<file path="src/rtl/player_bullet_controller_pkg.sv">
// Constants and types shared by the player bullet pool, the enemy controller and the renderer.
package player_bullet_controller_pkg;

  localparam int unsigned SCREEN_W     = 640;
  localparam int unsigned SCREEN_H     = 480;
  localparam int unsigned SPRITE_SIZE  = 32;
  localparam int unsigned BULLET_COUNT = 8;
  localparam int unsigned COORD_W      = 10;

  typedef logic [COORD_W-1:0] coord_t;

  // Coordinate addition that wraps modulo 2**COORD_W.
  function automatic coord_t coord_add(input coord_t a, input int unsigned b);
    return a + coord_t'(b);
  endfunction

endpackage

</file>
<file path="src/rtl/bullet_slot_alloc.sv">
// Lowest-index free-slot priority encoder over the bullet active vector.
module bullet_slot_alloc #(
  parameter int unsigned N    = 8,
  parameter int unsigned IdxW = (N > 1) ? $clog2(N) : 1
) (
  input  logic [N-1:0]    active,
  output logic            found,
  output logic [IdxW-1:0] idx
);

  always_comb begin
    found = 1'b0;
    idx   = '0;
    // Scan downwards so the lowest free index is the last one written.
    for (int j = int'(N) - 1; j >= 0; j--) begin
      if (!active[j]) begin
        found = 1'b1;
        idx   = IdxW'(j);
      end
    end
  end

endmodule

</file>
<file path="src/rtl/player_bullet_controller.sv">
// Player bullet pool: spawns shots on frame ticks, moves them upward, retires on hit or exit.
module player_bullet_controller
  import player_bullet_controller_pkg::*;
#(
  parameter int unsigned BULLET_COUNT  = 8,
  parameter int unsigned BULLET_SPEED  = 4,
  parameter int unsigned FIRE_COOLDOWN = 12,
  parameter int unsigned X_OFFSET      = 16
) (
  input  logic                            clk25,
  input  logic                            reset,
  input  logic                            frame_tick,
  input  logic                            fire,
  input  logic [COORD_W-1:0]              player_x,
  input  logic [COORD_W-1:0]              player_y,
  input  logic [BULLET_COUNT-1:0]         bullet_hit,
  output logic [COORD_W*BULLET_COUNT-1:0] bullet_x_flat,
  output logic [COORD_W*BULLET_COUNT-1:0] bullet_y_flat,
  output logic [BULLET_COUNT-1:0]         bullet_active_flat,
  output logic                            fire_ack,
  output logic [3:0]                      free_count
);

  localparam int unsigned IdxW         = (BULLET_COUNT > 1) ? $clog2(BULLET_COUNT) : 1;
  localparam logic [3:0]  CooldownLoad = 4'(FIRE_COOLDOWN);
  localparam coord_t      Speed        = coord_t'(BULLET_SPEED);
  localparam logic [3:0]  AllFree      = 4'(BULLET_COUNT);

  coord_t                  x_q [BULLET_COUNT];
  coord_t                  x_d [BULLET_COUNT];
  coord_t                  y_q [BULLET_COUNT];
  coord_t                  y_d [BULLET_COUNT];
  logic [BULLET_COUNT-1:0] active_q, active_d;
  logic [3:0]              cooldown_q, cooldown_d;
  logic                    fire_ack_q, fire_ack_d;
  logic [3:0]              free_count_q, free_count_d;

  logic                    slot_found;
  logic [IdxW-1:0]         slot_idx;
  logic                    spawn;

  // Allocation looks at the active vector at the start of the cycle, so slots freed this
  // cycle by a hit or an exit only become eligible on the following tick.
  bullet_slot_alloc #(
    .N    (BULLET_COUNT),
    .IdxW (IdxW)
  ) u_slot_alloc (
    .active (active_q),
    .found  (slot_found),
    .idx    (slot_idx)
  );

  always_comb begin
    x_d        = x_q;
    y_d        = y_q;
    active_d   = active_q;
    cooldown_d = cooldown_q;
    spawn      = frame_tick && fire && (cooldown_q == 4'd0) && slot_found;

    for (int j = 0; j < int'(BULLET_COUNT); j++) begin
      if (active_q[j]) begin
        if (bullet_hit[j]) begin
          active_d[j] = 1'b0;
        end else if (frame_tick) begin
          // Leaving the top of the screen retires the bullet instead of wrapping.
          if (y_q[j] < Speed) begin
            active_d[j] = 1'b0;
          end else begin
            y_d[j] = y_q[j] - Speed;
          end
        end
      end
    end

    // The spawn slot was inactive, so the movement loop above never touched it.
    if (spawn) begin
      x_d[slot_idx]      = coord_add(player_x, X_OFFSET);
      y_d[slot_idx]      = player_y;
      active_d[slot_idx] = 1'b1;
      cooldown_d         = CooldownLoad;
    end else if (frame_tick && (cooldown_q != 4'd0)) begin
      cooldown_d = cooldown_q - 4'd1;
    end

    fire_ack_d = spawn;

    free_count_d = 4'd0;
    for (int j = 0; j < int'(BULLET_COUNT); j++) begin
      if (!active_d[j]) begin
        free_count_d = free_count_d + 4'd1;
      end
    end
  end

  always_ff @(posedge clk25) begin
    if (reset) begin
      x_q          <= '{default: '0};
      y_q          <= '{default: '0};
      active_q     <= '0;
      cooldown_q   <= 4'd0;
      fire_ack_q   <= 1'b0;
      free_count_q <= AllFree;
    end else begin
      x_q          <= x_d;
      y_q          <= y_d;
      active_q     <= active_d;
      cooldown_q   <= cooldown_d;
      fire_ack_q   <= fire_ack_d;
      free_count_q <= free_count_d;
    end
  end

  for (genvar g = 0; g < int'(BULLET_COUNT); g++) begin : g_flatten
    assign bullet_x_flat[g*COORD_W +: COORD_W] = x_q[g];
    assign bullet_y_flat[g*COORD_W +: COORD_W] = y_q[g];
  end

  assign bullet_active_flat = active_q;
  assign fire_ack           = fire_ack_q;
  assign free_count         = free_count_q;

endmodule
</file>
<file path="config.mk">
export PLATFORM = sky130hd
export DESIGN_NAME = player_bullet_controller
export DESIGN_NICKNAME = d
export VERILOG_FILES = /design/src/rtl/player_bullet_controller_pkg.sv /design/src/rtl/bullet_slot_alloc.sv /design/src/rtl/player_bullet_controller.sv
export SDC_FILE = /design/constraint.sdc
export NUM_CORES = 1
export LEC_CHECK = 0
export BUFFER_PORTS_ARGS = -buffer_cell sky130_fd_sc_hd__buf_4
export CORE_ASPECT_RATIO = 1.25
export CORE_MARGIN = 1
export CORE_UTILIZATION = 54
export CTS_CLUSTER_SIZE = 14
export DETAILED_ROUTE_END_ITERATION = 7
export GPL_ROUTABILITY_DRIVEN = 0
export GPL_TIMING_DRIVEN = 0
export HOLD_SLACK_MARGIN = 0.02
export PLACE_DENSITY = 0.8
export SYNTH_ARGS = -nofsm -noshare
export SYNTH_HDL_FRONTEND = slang
export SYNTH_SLANG_ARGS = --single-unit
</file>
<file path="constraint.sdc">
create_clock -name clk25 -period 5.8 [get_ports clk25]
set_clock_uncertainty 0.2 [all_clocks]
set_input_delay 0 -clock clk25 [delete_from_list [all_inputs] [get_ports clk25]]
set_output_delay 0 -clock clk25 [all_outputs]
set_load 0.01 [all_outputs]
</file>
==> results of run 1 <==
final timing paths:
path,startpoint,to,slack (ns)
max,cooldown_q[0]$_SDFFE_PP0P_,free_count[3]$_SDFF_PP1_,0.19
min,player_x[5],bullet_x_flat[25]$_SDFFE_PP0P_,0.04
max reg2reg,cooldown_q[0]$_SDFFE_PP0P_,free_count[3]$_SDFF_PP1_,0.19
min reg2reg,bullet_x_flat[62]$_SDFFE_PP0P_,bullet_x_flat[62]$_SDFFE_PP0P_,0.25
sequential cells by signal, summed over array words and instances, names as in the netlist:
signal,flops
free_count,4
bullet_x_flat,80
bullet_active_flat,8
cooldown_q,4
fire_ack,1
bullet_y_flat,80
layer usage:
metal  up-vias  global-route usage
met5         -                   0
met1      4247               0.403
met4         0               0.150
met2       467               0.586
li1       4217                   -
met3        70              0.0913
what timing repair did:
item / in CTS / in global routing
hold buffers: 29 / 0
pin swaps: 0 / 2
setup buffers: 0 / 4
endpoints found under the hold margin: 141 / 0
gates resized for setup: 4 / 10
setup endpoints to repair: 3 / 3
tightest hold or removal path, cell delays in order:
cell and delay (ns):
sky130_fd_sc_hd__buf_4 0.10, sky130_fd_sc_hd__ha_1 0.11, sky130_fd_sc_hd__clkbuf_2 0.23, sky130_fd_sc_hd__nand2_1 0.08, sky130_fd_sc_hd__a21oi_1 0.12
layout by cell type, fill, tap and decap left out, drive strengths merged, types with 29 or more instances in the layout:
cell / n
dfxtp: 177
a21oi: 97
inv: 35
nor2: 174
a211oi: 70
buf: 197
clkbuf: 89
nor3: 44
dlygate4sd3: 29
nand2: 150
logic make-up after synthesis:
kind of cell,after synthesis,synth area share
compound gates,232,0.179
simple gates,476,0.259
fa+ha+maj,18,0.0263
xor+xnor,39,0.0450
buf+inv,104,0.0483
mux,24,0.0284
flops,177,0.414
power breakdown:
group,internal [mW],switching [mW]
Clock,0.592,0.501
Sequential,1.28,0.0567
Combinational,0.400,0.498
Total,2.27,1.06
stage by stage:
stage               instances  hold slack (ns)
global placement         1472           0.0745
CTS                      1531           0.0218
global route             1535           0.0531
finish                   1535           0.0390
floorplan                1070          -0.0595
detailed placement       1472           0.0799
cell type report:
cell class	instances	area [sq um]	share of cell area
plain buffers	73	300	0.0269
clock buffers	19	433	0.0388
clock inverters	11	108	0.00963
inverters	31	116	0.0104
multi-input cells	789	4660	0.417
flip-flops and latches	177	3540	0.317
well taps	212	265	0.0238
repair buffers	223	1750	0.156
==> results.txt, run 1 <==
The synthesized flop and latch total is 177. The core region is roughly 16000 sq um. The global-route wire length before repair is 42.6 mm.

The via count of the first global-routing pass came out at 8066. The die extent in x came out at approximately 110 microns. The worst hold path belongs to the class input pin to flip-flop. The cell at the slowest stage of the critical path is sky130_fd_sc_hd__ha_2. Fill cells in the final layout number 1217. The initial standard-cell utilization of the core came out at 0.552. The wire length on met2 came out at 14.0 mm. The routed layout has 9001 vias. The final-stage net count is about 1400.

TritonCTS built the clock tree. The global-route total usage across every layer came out at 0.343. After layout, the minimum clock period comes to roughly 5.6 ns.

The buffers plus inverters on the worst setup path came out at 4. The worst-skew pair later-pin latency is between 0.4 and 0.5 ns. The total met3 wirelength after detailed routing is 2.72 mm. The antenna diode instance count came out at 0.

Once detailed placement completed, the half-perimeter wirelength came to between 20 and 25 mm. Input and output buffers added on the ports amount to 190. In this run, CTS created clock tree buffers numbering 17. The die outline height is 143 microns. The data arrival at the endpoint of the critical path is 5.72 ns. The top metal layer carrying routed signals is met4. The maximum buffer depth of the clock tree came out at 2.

The area of all placed cells without fillers came out at 11200 sq um. Based on the critical path, the design can be clocked at up to 178 MHz. The H-tree was split into 4 levels. The relative slew slack came out at 0.316. The number of enable-type register cells in the synthesized netlist is 0. The layout-stage area growth over the synthesis result came out at 30.5%. The final setup violation count is 0. The routed via count divided by cell count came out at 5.86. The distinct cell type count of the synthesized netlist came out at 75. Ranked by total cell area, the synthesized netlist is headed by sky130_fd_sc_hd__dfxtp_1 (41%), sky130_fd_sc_hd__nor2_1 (7.6%), sky130_fd_sc_hd__nand2_1 (6.6%), sky130_fd_sc_hd__a211oi_1 (6.0%), sky130_fd_sc_hd__a21oi_1 (5.7%). The synthesized net count is between 1000 and 1500. The overall die area came out at 16400 sq um. On the critical path the largest part of the delay comes from adder cells. In this run the core area contains 51 standard-cell rows. The data required time at the worst endpoint came out at 5.92 ns.

The share of the yosys chip area belonging to registers came out at 0.414. The average cell area after synthesis came out at 8.00 sq um. The number of DRC markers in iteration 0 came out at 820. The placed instances occupy a cell area of 10200 sq um. The post-synthesis cell count is 1070.

The largest total area in the synthesized netlist belongs to sky130_fd_sc_hd__dfxtp_1. The actual slew at the worst max-slew pin is 1.02 ns. Yosys printed 0 warnings.

The final count of hold timing violations is 0. The count of nets left with antenna violations once routing finished came out at 0. CTS placed an instance of sky130_fd_sc_hd__clkbuf_16 at the clock tree root. The routed metal-1 wirelength is 10.8 mm. The sum of internal, switching and leakage power came out at about 3.3 mW.

The worst setup path is of the flip-flop to flip-flop kind. The detailed-routing iteration count for the pre-antenna-repair pass came out at 5. The routed design has 28.5 mm of wire. The most numerous cell type found on the critical path is sky130_fd_sc_hd__ha_1. Yosys instantiated no cell more often than sky130_fd_sc_hd__dfxtp_1. The cell count of the worst reg-to-reg path is 25.

The final routed DRC violation total is 0. The fraction of post-synthesis cell area in the top cell type by area is 0.414. The number of max-slew violations in the final report came out at 0. The largest net degree at the start of global routing is 17. The max-cap check violation count came out at 0. On the worst path, the slowest cell contributes a delay of 0.40 ns. The average routed wire per standard cell came out at 18.6 microns.

In the synthesized netlist the dominant register cell turns out to be sky130_fd_sc_hd__dfxtp_1. The number of cells on the worst hold path came out at 5. STA classifies the critical path endpoint as a flip-flop.

The maximum fanout along the worst path came out at 10. STA classifies the critical path startpoint as a flip-flop. The worst-case setup margin in the final layout is 0.192 ns. The synthesized area is around 8600 sq um. The areal power density over the cells came out at 298 nW/um^2. VDD sags by at most 0.206 mV.

The static leakage power came out at 4.50 nW. The flow ran to the end, and the final reports show no timing, DRC or antenna violations. Adding up every negative setup slack in the final design gives 0 ns.

In the final layout, the share of cells above drive strength 1 is 0.204. The worst setup timing slack at the placement stage is -0.322 ns. Pin placement for this block handled 205 I/O pins. The share of async-settable or async-resettable flops after synthesis is 0. The total clock sinks is 177.

The residual overflow from global routing came out at 0. The cell count along the critical path is 25. The commonest cells after synthesis are sky130_fd_sc_hd__dfxtp_1 (177), sky130_fd_sc_hd__nor2_1 (173), sky130_fd_sc_hd__nand2_1 (150).

The initial antenna violation count is 0. Once layout is complete, the utilization of the core stands at 0.720. The clock-pin slew on the worst setup and hold paths is 0.07 ns. The post-route fraction of the period consumed by the critical path is 0.967.
(Power assumes the default switching activity.)
==> inputs of run 2 (changes only) <==
--- a/config.mk
+++ b/config.mk
@@ -10,3 +10,3 @@
 export CORE_MARGIN = 1
-export CORE_UTILIZATION = 54
+export CORE_UTILIZATION = 25
 export CTS_CLUSTER_SIZE = 14
@@ -16,3 +16,2 @@
 export HOLD_SLACK_MARGIN = 0.02
-export PLACE_DENSITY = 0.8
 export SYNTH_ARGS = -nofsm -noshare
==> constraint.sdc (replaced) <==
create_clock -name clk25 -period 5.8 [get_ports clk25]
set_clock_uncertainty 0.2 [all_clocks]
set_input_delay 0.29 -clock clk25 [delete_from_list [all_inputs] [get_ports clk25]]
set_output_delay 0.29 -clock clk25 [all_outputs]
set_load 0.01 [all_outputs]
==> run 2 against run 1 <==
Core utilization decreased by 39 points. Fmax up 3.3%. Largest cell class unchanged. Global-route usage fell by 15 points. Count of clock-buffer cells in the layout decreased by 1. Worst hold slack better by 0.00070 ns. Worst setup slack improved by 0.18 ns. Register-to-register slack better by 0.18 ns. Non-clock buffer count down 28. Highest routed layer unchanged. Flip-flop and latch count unchanged. First-iteration DRC count is 53% lower. Die area up 110%. Critical endpoint unchanged.
==> results.txt, run 2 (same netlist as run 1, synthesis figures left out) <==
The data arrival at the endpoint of the critical path is 5.55 ns (was 5.72 ns). The final routed DRC violation total came to 0 (unchanged). The global-route total usage across every layer is 0.189 (was 0.343). Run status: complete, no violations (unchanged). The total length of routed wires is 33.5 mm (was 28.5 mm). The area inside the core boundary came to 33600 sq um (was 15500 sq um). Setup repair after global routing left no endpoint under its margin. The worst-case vdd ir drop came out at 0.214 mV (was 0.206 mV). The CTS tree is built (unchanged).

The type of origin of the critical path was a flip-flop (unchanged). The maximum fanout along the worst path came to 10 (unchanged). The residual overflow from global routing is 0 (unchanged). The global-route wire length before repair is 50.0 mm (was 42.6 mm).

The cell count along the critical path came to 24 (was 25). The clock-pin slew on the worst setup and hold paths is 0.08 ns (was 0.07 ns). The post-route minimum period came out at 5.43 ns (was 5.61 ns). The layout-stage area growth over the synthesis result came out at 31.3% (was 30.5%).

The final setup violation count came out at 0 (unchanged). The total negative slack for setup checks came out at 0 ns (unchanged). The max-cap check violation count is 0 (unchanged). Top library cells by usage in the layout, fill and taps aside: sky130_fd_sc_hd__buf_4 (195), sky130_fd_sc_hd__dfxtp_1 (177), sky130_fd_sc_hd__nor2_1 (171) (was sky130_fd_sc_hd__buf_4 (194), sky130_fd_sc_hd__dfxtp_1 (177), sky130_fd_sc_hd__nor2_1 (171)). The die outline height came to 209 microns (was 143 microns). The largest net degree at the start of global routing came out at 18 (was 17). The area of all placed cells without fillers came out at 11200 sq um (about the same). The cell count of the worst reg-to-reg path came out at 24 (was 25). The cell area after placement came to 10500 sq um (was 10200 sq um). The critical path class is flip-flop to flip-flop (unchanged).

The routed via count divided by cell count came out at 4.98 (was 5.86). The maximum buffer depth of the clock tree was 2 (unchanged). The average routed wire per standard cell is 19.5 microns (was 18.6 microns).

The final antenna-violating net count is 0 (unchanged). Walking the worst path, the cells encountered are inv_1, ha_2, and4bb_4, nand2_2, nor2_4, buf_4, nor2_1, ha_2, inv_1, o21a_1, a211oi_4, inv_1, ha_1, and3_2, o22a_1, nor4_4, o221ai_2, ha_1, nand2_1, xnor3_1, xor2_2, nor3_1, a211oi_1, a31oi_1. The overall die area came out at 35000 sq um (was 16400 sq um). The antenna diode instance count is 0 (unchanged). The total clock sinks is 177 (unchanged).

The number of max-slew violations in the final report came out at 0 (unchanged). The static leakage power came out at 4.41 nW (was 4.50 nW). The cell at the root of the clock tree is sky130_fd_sc_hd__clkbuf_16 (unchanged). The count of input and output buffers came out at 190 (unchanged). The via total after detailed routing is 8567 (was 9001).

The family with the most delay on the worst path is simple AND/OR/NAND/NOR gates (was adder cells). The worst setup timing slack at the placement stage is -0.728 ns (was -0.322 ns). The number of primary I/O pins is 205 (unchanged). The maximum level of the CTS H-tree came to 4 (unchanged). The relative slew slack came to 0.210 (was 0.316). The number of cells on the worst hold path was 3 (was 5). The post-route fraction of the period consumed by the critical path came to 0.936 (was 0.967). The via count of the first global-routing pass was 8251 (was 8066).

The site row count is 75 (was 51). The detailed-routing iteration count for the pre-antenna-repair pass came out at 5 (unchanged). The clock buffer count from CTS is 17 (unchanged). The highest attainable clock frequency is 184 MHz (was 178 MHz). The final count of hold timing violations came out at 0 (unchanged). The initial standard-cell utilization of the core is 0.255 (was 0.552). The most frequent cell on the critical path is sky130_fd_sc_hd__inv_1 (was sky130_fd_sc_hd__ha_1). The worst-skew pair later-pin latency came out at 0.44 ns (about the same). The buffers plus inverters on the worst setup path came to 4 (unchanged). The type of element capturing the critical path is a flip-flop (unchanged). The leading cell type in the layout, fill and taps excluded is sky130_fd_sc_hd__buf_4 (unchanged).

The data required time at the worst endpoint was 5.92 ns (about the same). The worst-case setup margin in the final layout is 0.372 ns (was 0.192 ns). The die extent in x came out at 167 microns (was 115 microns). The maximum cell stage delay along the critical path came to 0.41 ns (was 0.40 ns).

The fraction of layout cells with a size suffix above 1 came out at 0.215 (was 0.204). The actual slew at the worst max-slew pin came out at 1.18 ns (was 1.02 ns). The final design utilization came out at 0.334 (was 0.720). The worst hold-check slack is 0.0397 ns (was 0.0390 ns). The type of the most critical hold path was input pin to flip-flop (unchanged).

The initial antenna violation count came out at 0 (unchanged). The HPWL reported at the end of detailed placement came out at 25.6 mm (was 20.4 mm). The final-stage net count is 1334 (was 1362).

The areal power density over the cells came to 307 nW/um^2 (was 298 nW/um^2). The number of DRC markers in iteration 0 is 382 (was 820). The cell at the slowest stage of the critical path is sky130_fd_sc_hd__ha_2 (unchanged).
## run 2: cell count changes in the layout (fill, tap and decap cells not counted), sizes merged
cell | previous run | this run
buf | 197 | 198
bufinv | 1 | 2
clkbuf | 89 | 87
clkinv | 5 | 4
clkinvlp | 1 | 0
dlygate4sd3 | 29 | 1
inv | 35 | 39
## run 2: final cells by class
type                       instances  area (sq um)
inverter                          31           116
clock inverter                    14           169
multi-input combinational        789          4680
fill                            3502         22400
tap                              423           529
sequential                       177          3540
timing repair buffer             195          1470
clock buffer                      18           429
buffer                            73           303
## run 2: path summary, 6_finish.rpt
kind / start / end / slack [ns]
worst max-delay path: cooldown_q[0]$_SDFFE_PP0P_ / free_count[3]$_SDFF_PP1_ / 0.37
worst min-delay path: player_x[2] / bullet_x_flat[32]$_SDFFE_PP0P_ / 0.04
worst max register to register: cooldown_q[0]$_SDFFE_PP0P_ / free_count[3]$_SDFF_PP1_ / 0.37
worst min register to register: bullet_x_flat[60]$_SDFFE_PP0P_ / bullet_x_flat[60]$_SDFFE_PP0P_ / 0.26
## run 2: where the power goes
| part | leakage, nW | total (mW) | switching (mW) | internal, mW |
|---|---|---|---|---|
| sequential | 1.43 | 1.34 | 0.0615 | 1.28 |
| combinational | 2.69 | 0.904 | 0.510 | 0.393 |
| clock | 0.296 | 1.21 | 0.553 | 0.653 |
| total | 4.41 | 3.45 | 1.12 | 2.32 |
## run 2: through the flow
| stage | total power [mW] | instances |
|---|---|---|
| CTS | 3.40 | 1716 |
| detailed placement | 2.20 | 1683 |
| finish | 3.45 | 1720 |
| global placement | 2.18 | 1683 |
| floorplan | 1.93 | 1070 |
| global route | 3.61 | 1720 |
## run 2: worst reg2reg max path, stage by stage (launching register included)
cell                       delay [ns]
sky130_fd_sc_hd__dfxtp_1         0.32
sky130_fd_sc_hd__inv_1           0.10
sky130_fd_sc_hd__ha_2            0.23
sky130_fd_sc_hd__and4bb_4        0.29
sky130_fd_sc_hd__nand2_2         0.12
sky130_fd_sc_hd__nor2_4          0.17
sky130_fd_sc_hd__buf_4           0.21
sky130_fd_sc_hd__nor2_1          0.12
sky130_fd_sc_hd__ha_2            0.41
sky130_fd_sc_hd__inv_1           0.11
sky130_fd_sc_hd__o21a_1          0.15
sky130_fd_sc_hd__a211oi_4        0.32
sky130_fd_sc_hd__inv_1           0.08
sky130_fd_sc_hd__ha_1            0.29
sky130_fd_sc_hd__and3_2          0.21
sky130_fd_sc_hd__o22a_1          0.22
sky130_fd_sc_hd__nor4_4          0.38
sky130_fd_sc_hd__o221ai_2        0.18
sky130_fd_sc_hd__ha_1            0.22
sky130_fd_sc_hd__nand2_1         0.07
sky130_fd_sc_hd__xnor3_1         0.34
sky130_fd_sc_hd__xor2_2          0.20
sky130_fd_sc_hd__nor3_1          0.07
sky130_fd_sc_hd__a211oi_1        0.23
sky130_fd_sc_hd__a31oi_1         0.07
## run 2: repair_timing
item,in CTS,in global routing
hold endpoints to repair,1,0
endpoints found under the setup margin,3,3
gates cloned,0,0
buffers inserted,0,4
gates resized for setup,9,13
hold buffers,1,0
pin swaps,0,2
## run 2: routing by layer
layer / track usage / part of all wire / vias up
met5: 0 / 0 / -
met4: 0.0620 / 0.021 / 0
met3: 0.0443 / 0.060 / 41
met2: 0.332 / 0.50 / 284
met1: 0.224 / 0.42 / 4087
li1: - / - / 4155
